## config.mk

```make
export PLATFORM = sky130hd
export DESIGN_NAME = mem_port_arbiter
export DESIGN_NICKNAME = d
export VERILOG_FILES = /design/src/rtl/mem_port_arbiter.sv
export SDC_FILE = /design/constraint.sdc
export NUM_CORES = 1
export LEC_CHECK = 0
export ABC_CLOCK_PERIOD_IN_PS = 2450
export BUFFER_PORTS_ARGS = -buffer_cell sky130_fd_sc_hd__buf_2
export CAP_MARGIN = 20
export CORE_ASPECT_RATIO = 0.75
export CORE_UTILIZATION = 46
export CTS_CLUSTER_DIAMETER = 150
export DETAILED_ROUTE_END_ITERATION = 10
export MAX_ROUTING_LAYER = met4
export PLACE_DENSITY = 0.78
export SLEW_MARGIN = 5
export SYNTH_ARGS = -nofsm -noshare
export SYNTH_HDL_FRONTEND = slang
export SYNTH_SLANG_ARGS = --single-unit
```

## constraint.sdc

```tcl
create_clock -name clk -period 2.45 [get_ports clk]
set_clock_uncertainty 0.2 [all_clocks]
set_input_delay 0.1225 -clock clk [delete_from_list [all_inputs] [get_ports clk]]
set_output_delay 0.1225 -clock clk [all_outputs]
set_load 0.02 [all_outputs]
```

## src/rtl/mem_port_arbiter.sv

```systemverilog
// Shares one single-ported, variable-latency memory between instruction fetch and data access.
// Optional fetch starvation guard is enabled by defining ARB_STARVE_GUARD_EN.
module mem_port_arbiter #(
  parameter int STARVE_MAX = 4
) (
  input  logic        clk,
  input  logic        rst,
  input  logic        if_req,
  input  logic [15:0] if_addr,
  input  logic        if_flush,
  output logic        if_done,
  output logic [15:0] if_instr,
  input  logic        dm_req,
  input  logic        dm_wr,
  input  logic [15:0] dm_addr,
  input  logic [15:0] dm_wdata,
  output logic        dm_done,
  output logic [15:0] dm_rdata,
  output logic        m_en,
  output logic        m_wr,
  output logic [15:0] m_addr,
  output logic [15:0] m_wdata,
  input  logic [15:0] m_rdata,
  input  logic        m_done
);

  if (STARVE_MAX < 1) begin : g_bad_cfg
    $error("STARVE_MAX must be >= 1");
  end

  typedef enum logic [1:0] {IDLE, IBUSY, DBUSY} state_t;

  state_t state, state_nxt;
  logic   kill, kill_nxt;
  logic   fetch_pend, force_fetch;
  logic   grant_i, grant_d;

  // A fetch whose flush is asserted this cycle is not a candidate for grant.
  assign fetch_pend = if_req && !if_flush;

`ifdef ARB_STARVE_GUARD_EN
  localparam int CW = $clog2(STARVE_MAX + 1);
  logic [CW-1:0] starve_cnt;

  assign force_fetch = fetch_pend && (starve_cnt == CW'(STARVE_MAX));

  // Counts data grants that overtook a waiting fetch; saturates at STARVE_MAX because the fetch wins there.
  always_ff @(posedge clk or negedge rst) begin
    if (!rst)         starve_cnt <= '0;
    else if (grant_i) starve_cnt <= '0;
    else if (grant_d) starve_cnt <= fetch_pend ? starve_cnt + CW'(1) : '0;
  end
`else
  assign force_fetch = 1'b0;
`endif

  always_ff @(posedge clk or negedge rst) begin
    if (!rst) begin
      state <= IDLE;
      kill  <= 1'b0;
    end else begin
      state <= state_nxt;
      kill  <= kill_nxt;
    end
  end

  always_comb begin
    state_nxt = state;
    kill_nxt  = kill;
    grant_i   = 1'b0;
    grant_d   = 1'b0;
    case (state)
      IDLE: begin
        if (dm_req && !force_fetch) begin
          grant_d   = 1'b1;
          state_nxt = DBUSY;
        end else if (fetch_pend) begin
          grant_i   = 1'b1;
          state_nxt = IBUSY;
        end
      end
      IBUSY: begin
        kill_nxt = kill | if_flush;
        if (m_done) begin
          state_nxt = IDLE;
          kill_nxt  = 1'b0;
        end
      end
      DBUSY: if (m_done) state_nxt = IDLE;
      default: state_nxt = IDLE;
    endcase
  end

  // m_wr stays at the granted value for the whole access and doubles as the write flag at completion.
  always_ff @(posedge clk or negedge rst) begin
    if (!rst) begin
      m_en     <= 1'b0;
      m_wr     <= 1'b0;
      m_addr   <= '0;
      m_wdata  <= '0;
      if_done  <= 1'b0;
      dm_done  <= 1'b0;
      if_instr <= '0;
      dm_rdata <= '0;
    end else begin
      m_en    <= grant_i | grant_d;
      if_done <= 1'b0;
      dm_done <= 1'b0;
      if (grant_d) begin
        m_wr    <= dm_wr;
        m_addr  <= dm_addr;
        m_wdata <= dm_wdata;
      end else if (grant_i) begin
        m_wr   <= 1'b0;
        m_addr <= if_addr;
      end
      // A flush landing in the same cycle as m_done still kills the fetch.
      if (state == IBUSY && m_done && !(kill || if_flush)) begin
        if_done  <= 1'b1;
        if_instr <= m_rdata;
      end
      if (state == DBUSY && m_done) begin
        dm_done <= 1'b1;
        if (!m_wr) dm_rdata <= m_rdata;
      end
    end
  end

endmodule

```

==> out/results.txt, run 1 <==
Core box area: 6320 um^2
Fmax: 466 MHz
Clock Latency Late Sink: 0.34 ns
Fin util: 0.750
Yosys top cell area share: 0.589
I/O pins: 139
Relative max-transition margin: 0.622
Met1 Use GR: 0.273
RSZ-0062 raised after global routing: no
VDD IR max: 642 uV
GR Overflow Total: 0
DR WL/cell: 15.9 um
YS warnings: 0
WP data required: 2.48 ns
CTS root buf: clkbuf_8
Pwr dens: 1210 nW/um^2
Hold_sp: if_req
H-tree lvl count: 3
Initial Util: 0.477
Clock sinks: 71
Met3 Track Usage GR: 0.0650
Busiest grt layer: met2
Post-DP HPWL: 4.40 mm
Ant diodes: 0
Post-route cell area: 4740 um^2
Mapped Area: 3020 um^2
Reg2Reg Depth: 6
Static Leak: 2.38 nW
Critical path capture point type: register
Slew Viols, Final: 0
Gate Count Post-Synth: 181
Power consumption: 5.74 mW
Final WL: 7.72 mm
Setup TNS: 0 ns
Post-route setup slack: 0.306 ns
Via count: 2335
Area growth syn-to-layout: 57.0%
Largest buffer count on any clock path: 2
GP Congestion: 0.703
Placed cell areas: 3800 um^2
Routed Antenna Nets: 0
Die area: 6890 um^2
CP startpoint kind: register
Crit share post-route: 0.875
Die X: 95.5 um
Reg clk slew, reported paths: 0.07 ns
First-pass GRT wire length: 12.1 mm
WHS Endpoint: state[0]
R2R setup slack: 0.31 ns
Placement Setup Slack: 0.316 ns
Port bufs: 138
Critical Path AT: 2.17 ns
Largest net degree at the start of global routing: 32
Crit Reg-Reg Endpoint: if_instr[7]
Vias/cell: 4.79
Final setup vio count: 0
Nets@finish: 475
Leading area contributor after synthesis: dfrtp_1
Worst-margin pin slew: 0.565 ns
Cts bufs inserted: 9
Sw Pwr: 2.16 mW
Worst-path fanout max: 4
Worst hold path type: primary input to register
Non-filler cells, final: 487
Sequential area share after synthesis: 0.589
CP max stage delay: 0.55 ns
Cell row count: 25
Count of final hold-check violations: 0
CP max-delay cell: dlygate4sd3_1
CTS tree: built
Clock share of power: 0.174
Initial antenna violation count: 0
CP Class: register to register
Layout cell share with drive strength beyond 1: 0.584
Post-CTS Setup Inserts: 0
Status: complete, no violations
Tot GR Track Use: 0.243
Die extent in y: 72.1 um
Net Sw Frac: 0.376
Unique masters post-synth: 21
Hold depth: 4
Vias in the first global route: 2577
Flops & latches, synth: 71
DR iter-0 viols: 54
Grt met2 use: 0.417
Fillcell total: 400
Fin crit period: 2.14 ns
Worst r2r src: state[1]
Top cells by area, synth: dfrtp_1 59%, mux2_2 18%, mux2_4 13%
Hold slack: 0.0604 ns
Int Pwr: 3.58 mW
Post-synth net total: 255
DR DRC count: 0
Avg Cell Area, Syn: 16.7 um^2
Placed Instances: 399
Critical path cell sequence: inv_1 > ha_1 > nand2_1 > nor3_4 > mux2_1 > dlygate4sd3_1
Seq pwr share: 0.357
Combinational group share of total power: 0.469
Number of max-cap violations: 0
Pre-antenna DRT Iters: 4
-- Yosys cell counts, drive strengths merged --
library cell,number
nor3,1
ha,3
nand2,3
o2bb2ai,2
inv,3
a21oi,4
nand3,1
nand2b,1
dfrtp,71
mux2,80
nor2b,1
buf,7
o21a,1
or2b,1
and2,1
o21ai,1
-- repair_timing --
item / CTS / global route
hold buffers: 72 / 0
gates resized for setup: 0 / 0
endpoints found under the hold margin: 121 / 0
endpoints found under the setup margin: 0 / 0
-- flip-flops by register name, indices dropped and copies added (netlist names) --
name / cells
dm_done: 1
dm_rdata: 16
if_done: 1
if_instr: 16
kill: 1
m_addr: 16
m_en: 1
m_wdata: 16
m_wr: 1
state: 2
-- logic make-up after synthesis --
group | synth area share
fa+ha+maj | 0.0124
compound gates | 0.0166
mux | 0.331
simple gates | 0.0224
flops | 0.589
buf+inv | 0.0286
-- per-layer routing --
| layer | share of wire | up-vias |
|---|---|---|
| met5 | 0 | - |
| met4 | 0.0092 | 0 |
| met3 | 0.065 | 7 |
| met2 | 0.51 | 103 |
| met1 | 0.42 | 1148 |
| li1 | - | 1077 |
-- critical path: cells and delay by family, from the launching register on --
family        cells  cell delay (ns)
mux               1             0.33
simple gates      2             0.24
fa+ha+maj         1             0.21
flops             1             0.38
buf+inv           2             0.68
-- worst max path at each step --
stage / to / cells after the start / slack, ns / startpoint
final: if_instr[7] / 6 / 0.31 / state[1]
after global routing: if_instr[7] / 6 / 0.18 / state[1]
after CTS: m_addr[1] / 5 / 0.30 / state[0]
after detailed placement: m_addr[0] / 5 / 0.32 / state[0]
after global placement: m_addr[1] / 5 / 0.39 / state[0]
after floorplan: if_instr[10] / 6 / 0.63 / state[1]
-- power by group through the flow --
stage	Combinational, mW	Sequential (mW)	Clock, mW
6_report	2.69	2.05	0.999
5_1_grt	2.87	2.12	1.08
4_1_cts	2.67	2.03	1.03
3_5_place_dp	2.57	2.03	0
3_3_place_gp	2.50	2.02	0
2_1_floorplan	1.08	2.71	0
-- cell usage in the layout, fill, tap and decap left out, types with 3 or more instances in the layout --
cell type / synthesis / final
a21oi_1: 4 / 4
dfrtp_1: 71 / 71
mux2_4: 26 / 26
dlygate4sd3_1: 0 / 72
ha_1: 3 / 3
buf_2: 2 / 138
buf_4: 0 / 4
mux2_2: 47 / 47
inv_1: 3 / 3
mux2_1: 7 / 7
clkbuf_8: 0 / 9
-- final cells by class --
type                            count  area (um^2)  area share
Sequential cell                    71         1780       0.375
Timing Repair Buffer              216         1480       0.313
Multi-Input combinational cell    100         1150       0.244
Clock buffer                       10          128      0.0269
Tap cell                           81          101      0.0214
Clock inverter                      6         85.1      0.0180
Inverter                            3         11.3     0.00238
Note: power is estimated with default switching activity, not from simulation.
==> run 2, diff against run 1 <==
Settings changed: PLACE_DENSITY 0.78 to 0.79, SETUP_SLACK_MARGIN set to 0.05.
==> run 2 against run 1 <==
Against the previous run: critical path depth unchanged; flip-flop and latch count unchanged; final area down 0.18%; combinational power about the same; first-iteration DRC count up 5.6%; sequential share of layout area up 0.069 points; largest power group unchanged.
==> out/results.txt, run 2 (same netlist as run 1, synthesis figures left out) <==
Status: complete, no violations (unchanged)
Initial Util: 0.477 (unchanged)
Core box area: 6320 um^2 (unchanged)
Slew Viols, Final: 0 (unchanged)
Number of max-cap violations: 0 (unchanged)
Non-filler cells, final: 485 (was 487)
Fillcell total: 417 (was 400)
Post-route setup slack: 0.141 ns (was 0.306 ns)
Post-DP HPWL: 4.53 mm (was 4.40 mm)
GR Overflow Total: 0 (unchanged)
Port bufs: 138 (unchanged)
RSZ-0062 raised after global routing: no (unchanged)
Clock Latency Late Sink: 0.33 ns (was 0.34 ns)
CP Class: register to register (unchanged)
H-tree lvl count: 3 (unchanged)
Crit share post-route: 0.942 (was 0.875)
Fmax: 433 MHz (was 466 MHz)
Most used cell, CP: mux2_4
WP data required: 2.48 ns (about the same)
DR iter-0 viols: 57 (was 54)
Hold slack: 0.0150 ns (was 0.0604 ns)
CP max-delay cell: dlygate4sd3_1 (unchanged)
CP startpoint kind: register (unchanged)
CTS tree: built (unchanged)
DR DRC count: 0 (unchanged)
Die area: 6890 um^2 (unchanged)
Layout cell share with drive strength beyond 1: 0.587 (was 0.584)
Final setup vio count: 0 (unchanged)
Worst hold path type: primary input to register (unchanged)
Pwr dens: 1210 nW/um^2 (about the same)
Post-route cell area: 4730 um^2 (was 4740 um^2)
Worst Path Buf+Inv: 2 (unchanged)
Family with the most delay on the worst path: buffers and inverters (unchanged)
Routed Antenna Nets: 0 (unchanged)
Static Leak: 2.38 nW (about the same)
Area growth syn-to-layout: 56.7% (was 57.0%)
Most common cell after layout, fill and taps aside: buf_2 (unchanged)
Relative max-transition margin: 0.542 (was 0.622)
Critical Path AT: 2.34 ns (was 2.17 ns)
Largest net degree at the start of global routing: 44 (was 32)
Clock sinks: 71 (unchanged)
Cts bufs inserted: 9 (unchanged)
CTS root buf: clkbuf_8 (unchanged)
GP Congestion: 0.764 (was 0.703)
Worst-path fanout max: 5 (was 4)
Critical path capture point type: register (unchanged)
Largest buffer count on any clock path: 2 (unchanged)
Commonest non-fill, non-tap cells in the layout: 138 x buf_2, 71 x dfrtp_1, 71 x dlygate4sd3_1, 47 x mux2_2, 26 x mux2_4 (was 138 x buf_2, 72 x dlygate4sd3_1, 71 x dfrtp_1, 47 x mux2_2, 26 x mux2_4)
Critical path cell sequence: inv_1 > ha_1 > nand2_2 > mux2_4 > dlygate4sd3_1 > mux2_4 (was inv_1 > ha_1 > nand2_1 > nor3_4 > mux2_1 > dlygate4sd3_1)
Ant diodes: 0 (unchanged)
Setup TNS: 0 ns (unchanged)
Fin crit period: 2.31 ns (was 2.14 ns)
Vias/cell: 4.90 (was 4.79)
Die extent in y: 72.1 um (unchanged)
Initial antenna violation count: 0 (unchanged)
Vias in the first global route: 2497 (was 2577)
Placement Setup Slack: 0.497 ns (was 0.316 ns)
Count of final hold-check violations: 0 (unchanged)
Nets@finish: 473 (was 475)
Final WL: 7.53 mm (was 7.72 mm)
Cell row count: 25 (unchanged)
Pre-antenna DRT Iters: 4 (unchanged)
Tot GR Track Use: 0.237 (was 0.243)
DR WL/cell: 15.5 um (was 15.9 um)
Power consumption: 5.74 mW (about the same)
CP max stage delay: 0.55 ns (about the same)
First-pass GRT wire length: 11.8 mm (was 12.1 mm)
Via count: 2375 (was 2335)
Fin util: 0.748 (was 0.750)
Placed Instances: 398 (was 399)
Placed cell areas: 3800 um^2 (about the same)
Worst-margin pin slew: 0.688 ns (was 0.565 ns)
Reg clk slew, reported paths: 0.08 ns (was 0.07 ns)
Die X: 95.5 um (unchanged)
VDD IR max: 588 uV (was 642 uV)
I/O pins: 139 (unchanged)
run 2: cell count changes in the layout (fill, tap and decap cells not counted), sizes merged:
| cell | change |
|---|---|
| clkbuf | -1 |
| buf | -1 |
| dlygate4sd3 | -1 |
| clkinv | +1 |
run 2: final timing paths:
| path | from | endpoint | slack (ns) | depth (start not counted) |
|---|---|---|---|---|
| max reg2reg | state[1] | m_addr[14] | 0.14 | 6 |
| max | state[1] | m_addr[14] | 0.14 | 6 |
| min | if_flush | state[0] | 0.01 | 4 |
| min in group asynchronous | rst | if_instr[5] | 0.16 | 2 |
| min reg2reg | if_instr[8] | if_instr[8] | 0.29 | 1 |
| max in group asynchronous | rst | kill | 1.23 | 3 |
run 2: cell type report:
| class | count | area [um^2] | area share |
|---|---|---|---|
| clock buffers | 9 | 124 | 0.0262 |
| clock inverters | 7 | 97.6 | 0.0206 |
| inverters | 3 | 11.3 | 0.00238 |
| multi-input cells | 100 | 1150 | 0.244 |
| flip-flops and latches | 71 | 1780 | 0.376 |
| well taps | 81 | 101 | 0.0214 |
| repair buffers | 214 | 1460 | 0.310 |
run 2: per-layer routing:
metal,vias up,routed length [um],GRT usage
li1,1082,-,-
met1,1157,3120,0.268
met2,118,3710,0.392
met3,18,511,0.0681
met4,0,181,0.109
met5,-,0,-
run 2: worst reg2reg max path: stages (launching register included):
cell           delay (ns)
dfrtp_1              0.39
inv_1                0.13
ha_1                 0.27
nand2_2              0.12
mux2_4               0.30
dlygate4sd3_1        0.55
mux2_4               0.25
run 2: timing repair:
item / CTS / global route
hold buffers: 71 / 0
endpoints found under the hold margin: 97 / 0
gates resized for setup: 0 / 0
buffers inserted: 0 / 0
run 2: report_power, final:
part	internal (mW)	switching, mW	total, mW
clock network	0.574	0.447	1.02
registers	1.74	0.300	2.04
logic	1.27	1.41	2.68
total	3.58	2.16	5.74
